===== src/rtl/ptos_tx_sequencer.sv =====
// ptos_tx_sequencer
// Drives an external load/shift-enable parallel-to-serial shifter for serial transmit.
// Two requesters share the shifter through a round-robin arbiter; each accepted word
// takes one load cycle and WIDTH frame cycles (MSB first), then an optional idle gap.
//
// state   | meaning
// --------+-------------------------------------------------------------
// S_IDLE  | waiting for a requester; ready offered to the arbitration winner
// S_LOAD  | sh_load strobe, shifter captures sh_data
// S_SHIFT | WIDTH frame cycles, shifter sOut carries sh_data[WIDTH-1-count]
// S_GAP   | GAP_CYCLES quiet cycles before returning to S_IDLE
module ptos_tx_sequencer #(
    parameter int WIDTH      = 8,
    parameter int GAP_CYCLES = 1
) (
    input  logic             Clock,
    input  logic             rst,
    input  logic             i_req0_valid,
    input  logic [WIDTH-1:0] i_req0_data,
    output logic             o_req0_ready,
    input  logic             i_req1_valid,
    input  logic [WIDTH-1:0] i_req1_data,
    output logic             o_req1_ready,
    output logic [WIDTH-1:0] o_sh_data,
    output logic             o_sh_load,
    output logic             o_sh_en,
    output logic             o_sh_sIn,
    output logic             o_frame,
    output logic             o_grant_id,
    output logic             o_busy,
    output logic             o_done
);

    localparam int CW = (WIDTH > 1) ? $clog2(WIDTH) : 1;
    localparam int GW = (GAP_CYCLES > 1) ? $clog2(GAP_CYCLES) : 1;
    localparam logic [CW-1:0] LAST_BIT = CW'(WIDTH - 1);
    localparam logic [GW-1:0] GAP_LOAD = GW'((GAP_CYCLES > 0) ? GAP_CYCLES - 1 : 0);

    typedef enum logic [1:0] {
        S_IDLE  = 2'd0,
        S_LOAD  = 2'd1,
        S_SHIFT = 2'd2,
        S_GAP   = 2'd3
    } state_t;

    state_t           r_state;
    state_t           w_state_nxt;
    logic [CW-1:0]    r_bit_cnt;
    logic [CW-1:0]    w_bit_cnt_nxt;
    logic [GW-1:0]    r_gap_cnt;
    logic [GW-1:0]    w_gap_cnt_nxt;
    logic [WIDTH-1:0] r_sh_data;
    logic             r_grant_id;
    logic             r_last_grant;
    logic             r_done;

    logic             w_idle;
    logic             w_win1;
    logic             w_take0;
    logic             w_take1;
    logic             w_accept;
    logic             w_last_bit;

    // Arbitration: a lone requester wins; on a tie the one not granted last wins.
    // Ready is withheld while reset is asserted so no word is consumed by a reset edge.
    always_comb begin
        w_idle     = (r_state == S_IDLE);
        w_win1     = i_req1_valid && (!i_req0_valid || !r_last_grant);
        w_take1    = w_idle && rst && w_win1;
        w_take0    = w_idle && rst && i_req0_valid && !w_win1;
        w_accept   = w_take0 || w_take1;
        w_last_bit = (r_bit_cnt == LAST_BIT);
    end

    // FSM state, bit counter and gap down-counter registers.
    always_ff @(posedge Clock) begin
        if (!rst) begin
            r_state   <= S_IDLE;
            r_bit_cnt <= '0;
            r_gap_cnt <= '0;
        end else begin
            r_state   <= w_state_nxt;
            r_bit_cnt <= w_bit_cnt_nxt;
            r_gap_cnt <= w_gap_cnt_nxt;
        end
    end

    // Next-state and shifter strobes; sh_en stays low in the final frame cycle so the
    // shifter holds its last bit instead of shifting past the word.
    always_comb begin
        w_state_nxt   = r_state;
        w_bit_cnt_nxt = r_bit_cnt;
        w_gap_cnt_nxt = r_gap_cnt;
        o_sh_load     = 1'b0;
        o_sh_en       = 1'b0;
        o_frame       = 1'b0;
        case (r_state)
            S_IDLE: begin
                if (w_accept) begin
                    w_state_nxt = S_LOAD;
                end
            end
            S_LOAD: begin
                o_sh_load     = 1'b1;
                w_bit_cnt_nxt = '0;
                w_state_nxt   = S_SHIFT;
            end
            S_SHIFT: begin
                o_frame = 1'b1;
                o_sh_en = !w_last_bit;
                if (w_last_bit) begin
                    w_bit_cnt_nxt = '0;
                    w_gap_cnt_nxt = GAP_LOAD;
                    w_state_nxt   = (GAP_CYCLES > 0) ? S_GAP : S_IDLE;
                end else begin
                    w_bit_cnt_nxt = r_bit_cnt + 1'b1;
                end
            end
            S_GAP: begin
                if (r_gap_cnt == '0) begin
                    w_state_nxt = S_IDLE;
                end else begin
                    w_gap_cnt_nxt = r_gap_cnt - 1'b1;
                end
            end
            default: begin
                w_state_nxt = S_IDLE;
            end
        endcase
    end

    // Word capture, grant bookkeeping and the done pulse after the last frame bit.
    always_ff @(posedge Clock) begin
        if (!rst) begin
            r_sh_data    <= '0;
            r_grant_id   <= 1'b0;
            r_last_grant <= 1'b1;
            r_done       <= 1'b0;
        end else begin
            r_done <= (r_state == S_SHIFT) && w_last_bit;
            if (w_take0) begin
                r_sh_data    <= i_req0_data;
                r_grant_id   <= 1'b0;
                r_last_grant <= 1'b0;
            end else if (w_take1) begin
                r_sh_data    <= i_req1_data;
                r_grant_id   <= 1'b1;
                r_last_grant <= 1'b1;
            end
        end
    end

    assign o_req0_ready = w_take0;
    assign o_req1_ready = w_take1;
    assign o_sh_data    = r_sh_data;
    assign o_sh_sIn     = 1'b0;
    assign o_grant_id   = r_grant_id;
    assign o_busy       = (r_state != S_IDLE);
    assign o_done       = r_done;

endmodule


===== config.mk =====
export PLATFORM = sky130hd
export DESIGN_NAME = ptos_tx_sequencer
export DESIGN_NICKNAME = d
export VERILOG_FILES = /design/src/rtl/ptos_tx_sequencer.sv
export SDC_FILE = /design/constraint.sdc
export NUM_CORES = 1
export LEC_CHECK = 0
export ABC_AREA = 1
export CORE_ASPECT_RATIO = 0.6
export CORE_UTILIZATION = 25
export DETAILED_ROUTE_END_ITERATION = 8
export PLACE_DENSITY_LB_ADDON = 0.1
export RECOVER_POWER = 100
export SYNTH_ARGS = -nofsm -noshare
export SYNTH_HDL_FRONTEND = slang
export SYNTH_SLANG_ARGS = --single-unit

===== constraint.sdc =====
create_clock -name Clock -period 3.47 [get_ports Clock]
set_input_delay 0.5205 -clock Clock [delete_from_list [all_inputs] [get_ports Clock]]
set_output_delay 0.5205 -clock Clock [all_outputs]
set_load 0.01 [all_outputs]

==> flow_summary_export.csv, run 1 <==
group,metric,value,unit
finish,drive_above_1_share,0.05195,
global_route,antenna_found_initial,0,
sta,min_period,2.664,ns
clock_network,cts_root_buf,"clkbuf_8",
global_route,globalRouteMet3Util,0.05347,
sta,hold_ws,0.4749,ns
logic_synthesis,synth.most_common_cell,"nand2_1",
logic_synthesis,ys.flop_type,"dfxtp_1",
logic_synthesis,synth_edf_count,0,
logic_synthesis,ys_seq_elements,16,
critical_path,cp-start-kind,"primary input",
sta,drv_slew,0,
sta,final.setup.tns,0,ns
global_route,top_usage_layer,"met2",
power_and_ir_drop,totalPowerFinal,0.7293,mW
global_route,grt_use_total,0.1200,
detailed_routing,wire_per_inst,10.13,um
clock_network,clk_latency,0.24,ns
critical_path,max_stage_delay,0.66,ns
power_and_ir_drop,powerDensity,584.6,mW/mm^2
logic_synthesis,synth_area,829.5,um^2
global_route,grt_max_degree,14,
critical_path,worstReg2RegStart,"r_state[0]",
clock_network,hold_buffers,0,
sta,max_freq,375.3,MHz
critical_path,reg2regPathDepth,9,
critical_path,worstPathCellList,"dlygate4sd3_1 -> nand2_2 -> nand2_2 -> nand3_4 -> clkinv_4 -> clkdlybuf4s50_1",
power_and_ir_drop,ir_drop,0.0002877,V
flow_run,maxCapViolations,0,
finish,multi_input_area,427.9,um^2
sta,finalClockSkew,0.0005547,ns
critical_path,cpMostUsedCell,"nand2_2",
logic_synthesis,yosys-top-cells-count,"nand2_1, nor2_1, dfxtp_1, o21ai_0, inv_1",
logic_synthesis,syn_inst,117,
floorplan,rows,15,
critical_path,slowest_stage,"dlygate4sd3_1",
critical_path,regToRegSetupSlack,1.46,ns
critical_path,cp_max_fo,10,
global_route,gr-usage-met1,0.1596,
min_path,holdPathEnd,"o_grant_id",
critical_path,crit_start,"i_req0_valid",
placed_design,hpwl,1609,um
placed_design,io_buffers,35,
clock_network,cts_buffers,3,
clock_network,postCtsSetupRepairBufs,0,
sta,grt_setup_unrepaired,"no",
global_route,grt_pass1_vias,686,
min_path,min_path_cells,2,
floorplan,die_area,0.003560,mm^2
logic_synthesis,syn_avg_cell_area,7.090,um^2
logic_synthesis,syn_nets,143,
detailed_routing,postRouteAntennaNets,0,
sta,timing.final.hold_violations,0,
placed_design,placed_cells,193,
sta,tightest_slew,0.5074,ns
clock_network,clockBufferDepth,2,
sta,relSlewSlack,0.6617,
global_route,grtUsageMet2,0.1802,
global_route,grt_pass1_wl,3153,um
logic_synthesis,synth_top_area_share,0.3861,
logic_synthesis,async_flop_share,0,
clock_network,cts_tree,"built",
floorplan,initial_utilization,0.2763,
placed_design,gp_congestion,0.7896,
sta,setup_viol,0,
sta,period_share,0.7678,
floorplan,pin_count,37,
critical_path,cp.required,2.95,ns
logic_synthesis,synthTopCellsByArea,"dfxtp_1, nand2_1, nor2_1, ha_1, o21ai_0",
logic_synthesis,netlist-cell-type-count,20,
detailed_routing,first_iter_violations,24,
detailed_routing,dr_total_vias,792,
finish,fillers,315,
min_path,holdCritPathClass,"flip-flop to flip-flop",
critical_path,critPathKind,"primary input to primary output",
finish,stdcell_count,196,
critical_path,crit_arrival,2.14,ns
finish,area_growth,50.38,%
floorplan,chipHeight,46.62,um
min_path,hp-start,"o_grant_id",
detailed_routing,dr.pass1.iters,3,
finish,final_nets,182,
detailed_routing,vias_per_cell,4.041,
floorplan,coreArea,0.003003,mm^2
critical_path,cp-end-kind,"primary output",
clock_network,cts.repair.resized,0,
floorplan,die_w,76.37,um
clock_network,h-tree-depth,1,
clock_network,cts_sinks,16,
clock_network,clk_pin_slew,0.06,ns
logic_synthesis,yosys_warnings,0,
logic_synthesis,yosysTopAreaCell,"dfxtp_1",
detailed_routing,drc,0,
global_route,globalRouteOverflowTotal,0,
finish,seq_area,320.3,um^2
critical_path,reg2reg_to,"o_sh_data[5]",
detailed_routing,wirelength,1986,um
outcome,outcome,"complete, no violations",
power_and_ir_drop,leakagePower,0.6009,nW
finish,diodes,0,
logic_synthesis,seq_area_frac_synth,0.3861,
[state kept, by name (all words and copies together) (netlist names)]
signal	cells
r_bit_cnt	3
o_done	1
o_grant_id	1
r_last_grant	1
r_state	2
o_sh_data	8
[worst max path at each step]
stage                   end  cells past startpoint
6_report       o_req0_ready                      6
5_1_grt        o_req0_ready                      6
4_1_cts        o_req0_ready                      6
3_5_place_dp   o_req0_ready                      6
3_3_place_gp   o_req0_ready                      6
2_1_floorplan  o_req1_ready                      6
[critical path: cells and delay by family]
family | cells | cell delay [ns]
AND/OR/NAND/NOR | 3 | 0.30
buffers and inverters | 3 | 1.32
[cell families after synthesis]
kind of cell / share of synthesized area
fa+ha+maj: 0.09050
buf+inv: 0.07692
compound gates: 0.09955
other cells: 0.004521
simple gates: 0.3424
flops: 0.3861
[cell usage in the layout, fill, tap and decap left out, drive strengths merged, types with 4 or more instances in the layout]
cell type	Yosys	layout
nand2	35	35
nor2	22	22
clkdlybuf4s50	0	18
dlygate4sd3	0	17
dfxtp	16	16
inv	11	10
o21ai	10	10
ha	6	6
nand3	6	6
a21oi	5	5
clkbuf	1	4
[metrics by stage]
| stage | worst slack (ns) | utilization | cell area, um^2 |
|---|---|---|---|
| floorplan | 1.966 | - | 829.5 |
| global placement | 0.9076 | 0.4092 | 1229 |
| detailed placement | 0.8681 | 0.4092 | 1229 |
| CTS | 0.8599 | 0.4229 | 1270 |
| global route | 0.7297 | 0.4154 | 1247 |
| finish | 0.8058 | 0.4154 | 1247 |
[power by group]
part           switching, mW  internal, mW
logic                  0.187         0.153
clock network         0.0571        0.0767
registers             0.0241         0.232
[routing by layer]
layer  vias to the layer above  routed length, um
met5                         -                  0
met4                         0                  8
met3                         2                101
met2                        14                795
met1                       339               1081
li1                        437                  -
[final cells by class]
| class | count | area share |
|---|---|---|
| sequential | 16 | 0.2568 |
| tap | 42 | 0.04213 |
| multi-input combinational | 87 | 0.3430 |
| inverter | 12 | 0.04112 |
| clock buffer | 3 | 0.03310 |
| timing repair buffer | 36 | 0.2839 |
Note: power is estimated with default switching activity, not from simulation.
==> inputs of run 2 (changes only) <==
==> constraint.sdc (replaced) <==
create_clock -name Clock -period 2.8 [get_ports Clock]
set_input_delay 0.42 -clock Clock [delete_from_list [all_inputs] [get_ports Clock]]
set_output_delay 0.42 -clock Clock [all_outputs]
set_load 0.01 [all_outputs]
==> run 2 against run 1 <==
Effect of this change: clock skew is 0.0014 ns higher; sequential share of layout area fell by 0.28 points; setup slack got worse by 0.45 ns; power up 29%; register-to-register slack lost 0.64 ns; largest cell class unchanged; largest power group unchanged; highest routed layer unchanged.
==> flow_summary_export.csv, run 2 (synthesized netlist as in run 1, its figures left out) <==
group,metric,value,unit
placed_design,dp_slack,0.4145,ns
detailed_routing,wirelength,1948,um
floorplan,coreArea,0.003003,mm^2
global_route,grt_pass1_vias,757,
finish,largest_reg_flops,8,
power_and_ir_drop,powerDensity,747.4,mW/mm^2
critical_path,crit_path_end,"o_req1_ready",
finish,drive_above_1_share,0.05806,
sta,timing.final.hold_violations,0,
detailed_routing,first_iter_violations,12,
floorplan,rows,15,
critical_path,crit_start,"rst",
floorplan,initial_utilization,0.2763,
outcome,outcome,"complete, no violations",
min_path,holdCritPathClass,"flip-flop to flip-flop",
sta,grt_setup_unrepaired,"no",
placed_design,hpwl,1577,um
critical_path,cp.required,2.38,ns
detailed_routing,vias_per_cell,4.056,
clock_network,clk_pin_slew,0.06,ns
critical_path,regToRegSetupSlack,0.82,ns
clock_network,postCtsSetupRepairBufs,0,
finish,layout_common_cells,"nand2_1, nor2_1, clkdlybuf4s50_1",
clock_network,cts.repair.resized,0,
sta,final.setup.tns,0,ns
clock_network,cts_root_buf,"clkbuf_8",
clock_network,clk_latency,0.25,ns
power_and_ir_drop,ir_drop,0.0003437,V
clock_network,cts_tree,"built",
sta,setup_viol,0,
sta,fin_ws,0.3508,ns
global_route,antenna_found_initial,0,
power_and_ir_drop,totalPowerFinal,0.9426,mW
finish,final_common_cell,"nand2_1",
placed_design,io_buffers,35,
critical_path,cp-start-kind,"primary input",
clock_network,cts_sinks,16,
sta,min_period,2.449,ns
floorplan,pin_count,37,
power_and_ir_drop,leakagePower,0.6078,nW
detailed_routing,wire_per_inst,9.888,um
critical_path,worstPathCellList,"dlygate4sd3_1 -> nand2_1 -> inv_1 -> nand3_1 -> inv_1 -> dlygate4sd3_1",
floorplan,die_w,76.37,um
finish,area_growth,52.04,%
critical_path,slowest_stage,"dlygate4sd3_1",
global_route,globalRouteOverflowTotal,0,
critical_path,critPathKind,"primary input to primary output",
critical_path,reg2reg_to,"o_sh_data[3]",
sta,max_freq,408.3,MHz
global_route,grt_pass1_wl,3470,um
floorplan,die_area,0.003560,mm^2
clock_network,h-tree-depth,1,
sta,drv_slew,0,
flow_run,maxCapViolations,0,
finish,postLayoutCoreUtil,0.4200,
floorplan,chipHeight,46.62,um
finish,final_nets,182,
clock_network,clockBufferDepth,2,
placed_design,gp_congestion,0.7110,
global_route,grt_max_degree,14,
detailed_routing,dr.pass1.iters,4,
critical_path,worstReg2RegStart,"r_state[1]",
global_route,grt_use_total,0.1280,
placed_design,placed_cells,193,
min_path,hp-start,"o_grant_id",
critical_path,max_stage_delay,0.60,ns
detailed_routing,drc,0,
critical_path,cp-end-kind,"primary output",
sta,period_share,0.8747,
critical_path,cp_max_fo,5,
critical_path,crit_arrival,2.03,ns
clock_network,cts_buffers,3,
detailed_routing,postRouteAntennaNets,0,
sta,finalClockSkew,0.001926,ns
critical_path,reg2regPathDepth,9,
finish,diodes,0,
finish,stdcell_count,197,
clock_network,hold_buffers,0,
detailed_routing,dr_total_vias,799,
run 2: cell count changes in the layout (fill, tap and decap cells not counted):
cell and delta:
clkdlybuf4s50_1 +1, clkbuf_8 +1, dlygate4sd3_1 -1
run 2: report_power, final:
| part | total [mW] | switching, mW | internal [mW] |
|---|---|---|---|
| Combinational | 0.420 | 0.230 | 0.190 |
| Sequential | 0.317 | 0.0300 | 0.287 |
| Clock | 0.205 | 0.0805 | 0.125 |
| Total | 0.943 | 0.340 | 0.602 |
run 2: layout make-up:
| cell class | count | area (um^2) |
|---|---|---|
| inverters | 12 | 51.30 |
| fillers | 318 | 1742 |
| flip-flops and latches | 16 | 320.3 |
| clock buffers | 4 | 55.05 |
| well taps | 42 | 52.55 |
| repair buffers | 36 | 354.1 |
| multi-input cells | 87 | 427.9 |
run 2: per-stage QoR:
stage | hold WS [ns] | area [um^2]
2_1_floorplan | 0.4471 | 829.5
3_3_place_gp | 0.4611 | 1229
3_5_place_dp | 0.4650 | 1229
4_1_cts | 0.4756 | 1284
5_1_grt | 0.5072 | 1261
6_report | 0.4695 | 1261
run 2: layer usage:
layer | global-route usage | vias up | wire length, um
li1 | - | 442 | -
met1 | 0.1784 | 340 | 1110
met2 | 0.1910 | 15 | 735
met3 | 0.04554 | 2 | 97
met4 | 0.02308 | 0 | 4
met5 | 0 | - | 0
run 2: worst max-delay path: cells and delay by family:
kind	cells	cell delay, ns
buffers and inverters	4	1.37
and+or+nand+nor	2	0.24
run 2: how the worst min path moves through the flow:
| stage | endpoint | cells past startpoint |
|---|---|---|
| after floorplan | r_bit_cnt[1] | 2 |
| after global placement | r_bit_cnt[1] | 2 |
| after detailed placement | r_bit_cnt[1] | 2 |
| after CTS | r_bit_cnt[1] | 2 |
| after global routing | r_bit_cnt[1] | 2 |
| final | o_grant_id | 2 |
==> inputs of run 3 (changes only) <==
--- a/config.mk
+++ b/config.mk
@@ -6,11 +6,14 @@
 export NUM_CORES = 1
 export LEC_CHECK = 0
 export ABC_AREA = 1
+export CELL_PAD_IN_SITES_DETAIL_PLACEMENT = 1
+export CELL_PAD_IN_SITES_GLOBAL_PLACEMENT = 2
 export CORE_ASPECT_RATIO = 0.6
-export CORE_UTILIZATION = 25
+export CORE_UTILIZATION = 21
 export DETAILED_ROUTE_END_ITERATION = 8
 export PLACE_DENSITY_LB_ADDON = 0.1
 export RECOVER_POWER = 100
+export SLEW_MARGIN = 20
 export SYNTH_ARGS = -nofsm -noshare
 export SYNTH_HDL_FRONTEND = slang
 export SYNTH_SLANG_ARGS = --single-unit
==> run 3 against run 2 <==
Effect of this change: power decreased by 2.3%; sequential power increased by 1%; via count increased by 6.8%; clock skew increased by 0.0013 ns; clock-buffer cell count decreased by 1; sequential share of layout area increased by 0.31 points; die area increased by 18%; hold slack improved by 0.0031 ns; critical endpoint is now o_req0_ready.
==> flow_summary_export.csv, run 3 (synthesized netlist as in run 1, its figures left out) <==
group,metric,value,unit
outcome,outcome,"complete, no violations",
critical_path,cp.required,2.38,ns
global_route,grt_use_total,0.1281,
clock_network,cts_buffers,3,
clock_network,cts_sinks,16,
detailed_routing,vias_per_cell,4.244,
detailed_routing,dr_total_vias,853,
min_path,hp-start,"r_bit_cnt[1]",
sta,final.setup.tns,0,ns
floorplan,rows,17,
placed_design,placed_area,0.001235,mm^2
power_and_ir_drop,ir_drop,0.0002928,V
floorplan,initial_utilization,0.2229,
finish,fillers,463,
power_and_ir_drop,powerDensity,739.1,mW/mm^2
floorplan,chipHeight,50.69,um
detailed_routing,wirelength,2408,um
min_path,holdPathEnd,"r_bit_cnt[1]",
flow_run,maxCapViolations,0,
sta,finalClockSkew,0.003226,ns
global_route,globalRouteOverflowTotal,0,
detailed_routing,wire_per_inst,11.98,um
power_and_ir_drop,totalPowerFinal,0.9211,mW
critical_path,critPathKind,"primary input to primary output",
finish,layout_common_cells,"nand2_1, nor2_1, clkdlybuf4s50_1",
placed_design,hpwl,1999,um
detailed_routing,postRouteAntennaNets,0,
global_route,antenna_found_initial,0,
finish,final_nets,182,
clock_network,postCtsSetupRepairBufs,0,
critical_path,worstReg2RegStart,"r_state[1]",
clock_network,clk_latency,0.24,ns
finish,diodes,0,
critical_path,cp_top_family,"buffers and inverters",
clock_network,clockBufferDepth,2,
critical_path,path_buf_inv,4,
finish,largest_reg_flops,8,
global_route,grt_max_degree,14,
critical_path,reg2reg_to,"o_sh_data[1]",
finish,postLayoutCoreUtil,0.3348,
sta,hold_ws,0.4727,ns
min_path,min_path_cells,2,
detailed_routing,first_iter_violations,18,
critical_path,max_stage_delay,0.55,ns
sta,max_freq,400.6,MHz
finish,seq_area,320.3,um^2
placed_design,dp_slack,0.3817,ns
finish,final_common_cell,"nand2_1",
sta,min_period,2.496,ns
sta,relSlewSlack,0.6622,
finish,drive_above_1_share,0.05195,
clock_network,h-tree-depth,1,
detailed_routing,drc,0,
sta,fin_ws,0.3038,ns
placed_design,io_buffers,35,
placed_design,placed_cells,198,
min_path,holdCritPathClass,"flip-flop to flip-flop",
global_route,grt_pass1_wl,4160,um
critical_path,worstPathCellList,"dlygate4sd3_1 -> nand2_1 -> inv_1 -> nand3_2 -> clkinv_4 -> clkdlybuf4s50_1",
power_and_ir_drop,leakagePower,0.6001,nW
critical_path,slowest_stage,"dlygate4sd3_1",
critical_path,cp_max_fo,10,
critical_path,cp-end-kind,"primary output",
critical_path,regToRegSetupSlack,0.74,ns
finish,area_growth,50.23,%
floorplan,pin_count,37,
floorplan,die_area,0.004214,mm^2
critical_path,cp-start-kind,"primary input",
clock_network,hold_buffers,0,
finish,multi_input_area,420.4,um^2
sta,period_share,0.8915,
sta,tightest_slew,0.5067,ns
detailed_routing,dr.pass1.iters,2,
clock_network,cts.repair.resized,0,
sta,timing.final.hold_violations,0,
placed_design,gp_congestion,0.6973,
global_route,grt_pass1_vias,916,
clock_network,cts_tree,"built",
finish,fin_area,0.001246,mm^2
sta,setup_viol,0,
clock_network,clk_pin_slew,0.06,ns
sta,grt_setup_unrepaired,"no",
floorplan,coreArea,0.003722,mm^2
finish,stdcell_count,201,
clock_network,cts_root_buf,"clkbuf_8",
floorplan,die_w,83.14,um
sta,drv_slew,0,
critical_path,crit_arrival,2.08,ns
critical_path,reg2regPathDepth,9,
==> run 3: worst min-delay path, stage by stage (launching register included) <==
cell     delay (ns)
dfxtp_1        0.31
nand2_1        0.06
a21oi_1        0.05
==> run 3: how the worst max path moves through the flow <==
stage | start | end | slack (ns) | cells after the start
finish | rst | o_req0_ready | 0.30 | 6
global route | r_state[1] | o_req0_ready | 0.17 | 7
CTS | i_req0_valid | o_req0_ready | 0.37 | 6
detailed placement | i_req0_valid | o_req0_ready | 0.38 | 6
global placement | i_req0_valid | o_req0_ready | 0.43 | 6
floorplan | r_state[0] | o_req1_ready | 1.40 | 6
==> run 3: per-layer routing <==
layer	GRT usage	wire, um
met5	0	0
met4	0.01724	15
met3	0.04112	108
met2	0.2131	1027
met1	0.1668	1256
==> run 3: area by class of cell <==
type                            count  area share
Clock buffer                        3     0.03313
Inverter                           12     0.04116
Multi-Input combinational cell     87      0.3373
Sequential cell                    16      0.2570
Tap cell                           47     0.04719
Timing Repair Buffer               36      0.2841
==> run 3: power by group <==
part | switching (mW) | internal, mW
Clock | 0.0731 | 0.0952
Combinational | 0.242 | 0.190
Sequential | 0.0336 | 0.288
Total | 0.349 | 0.573
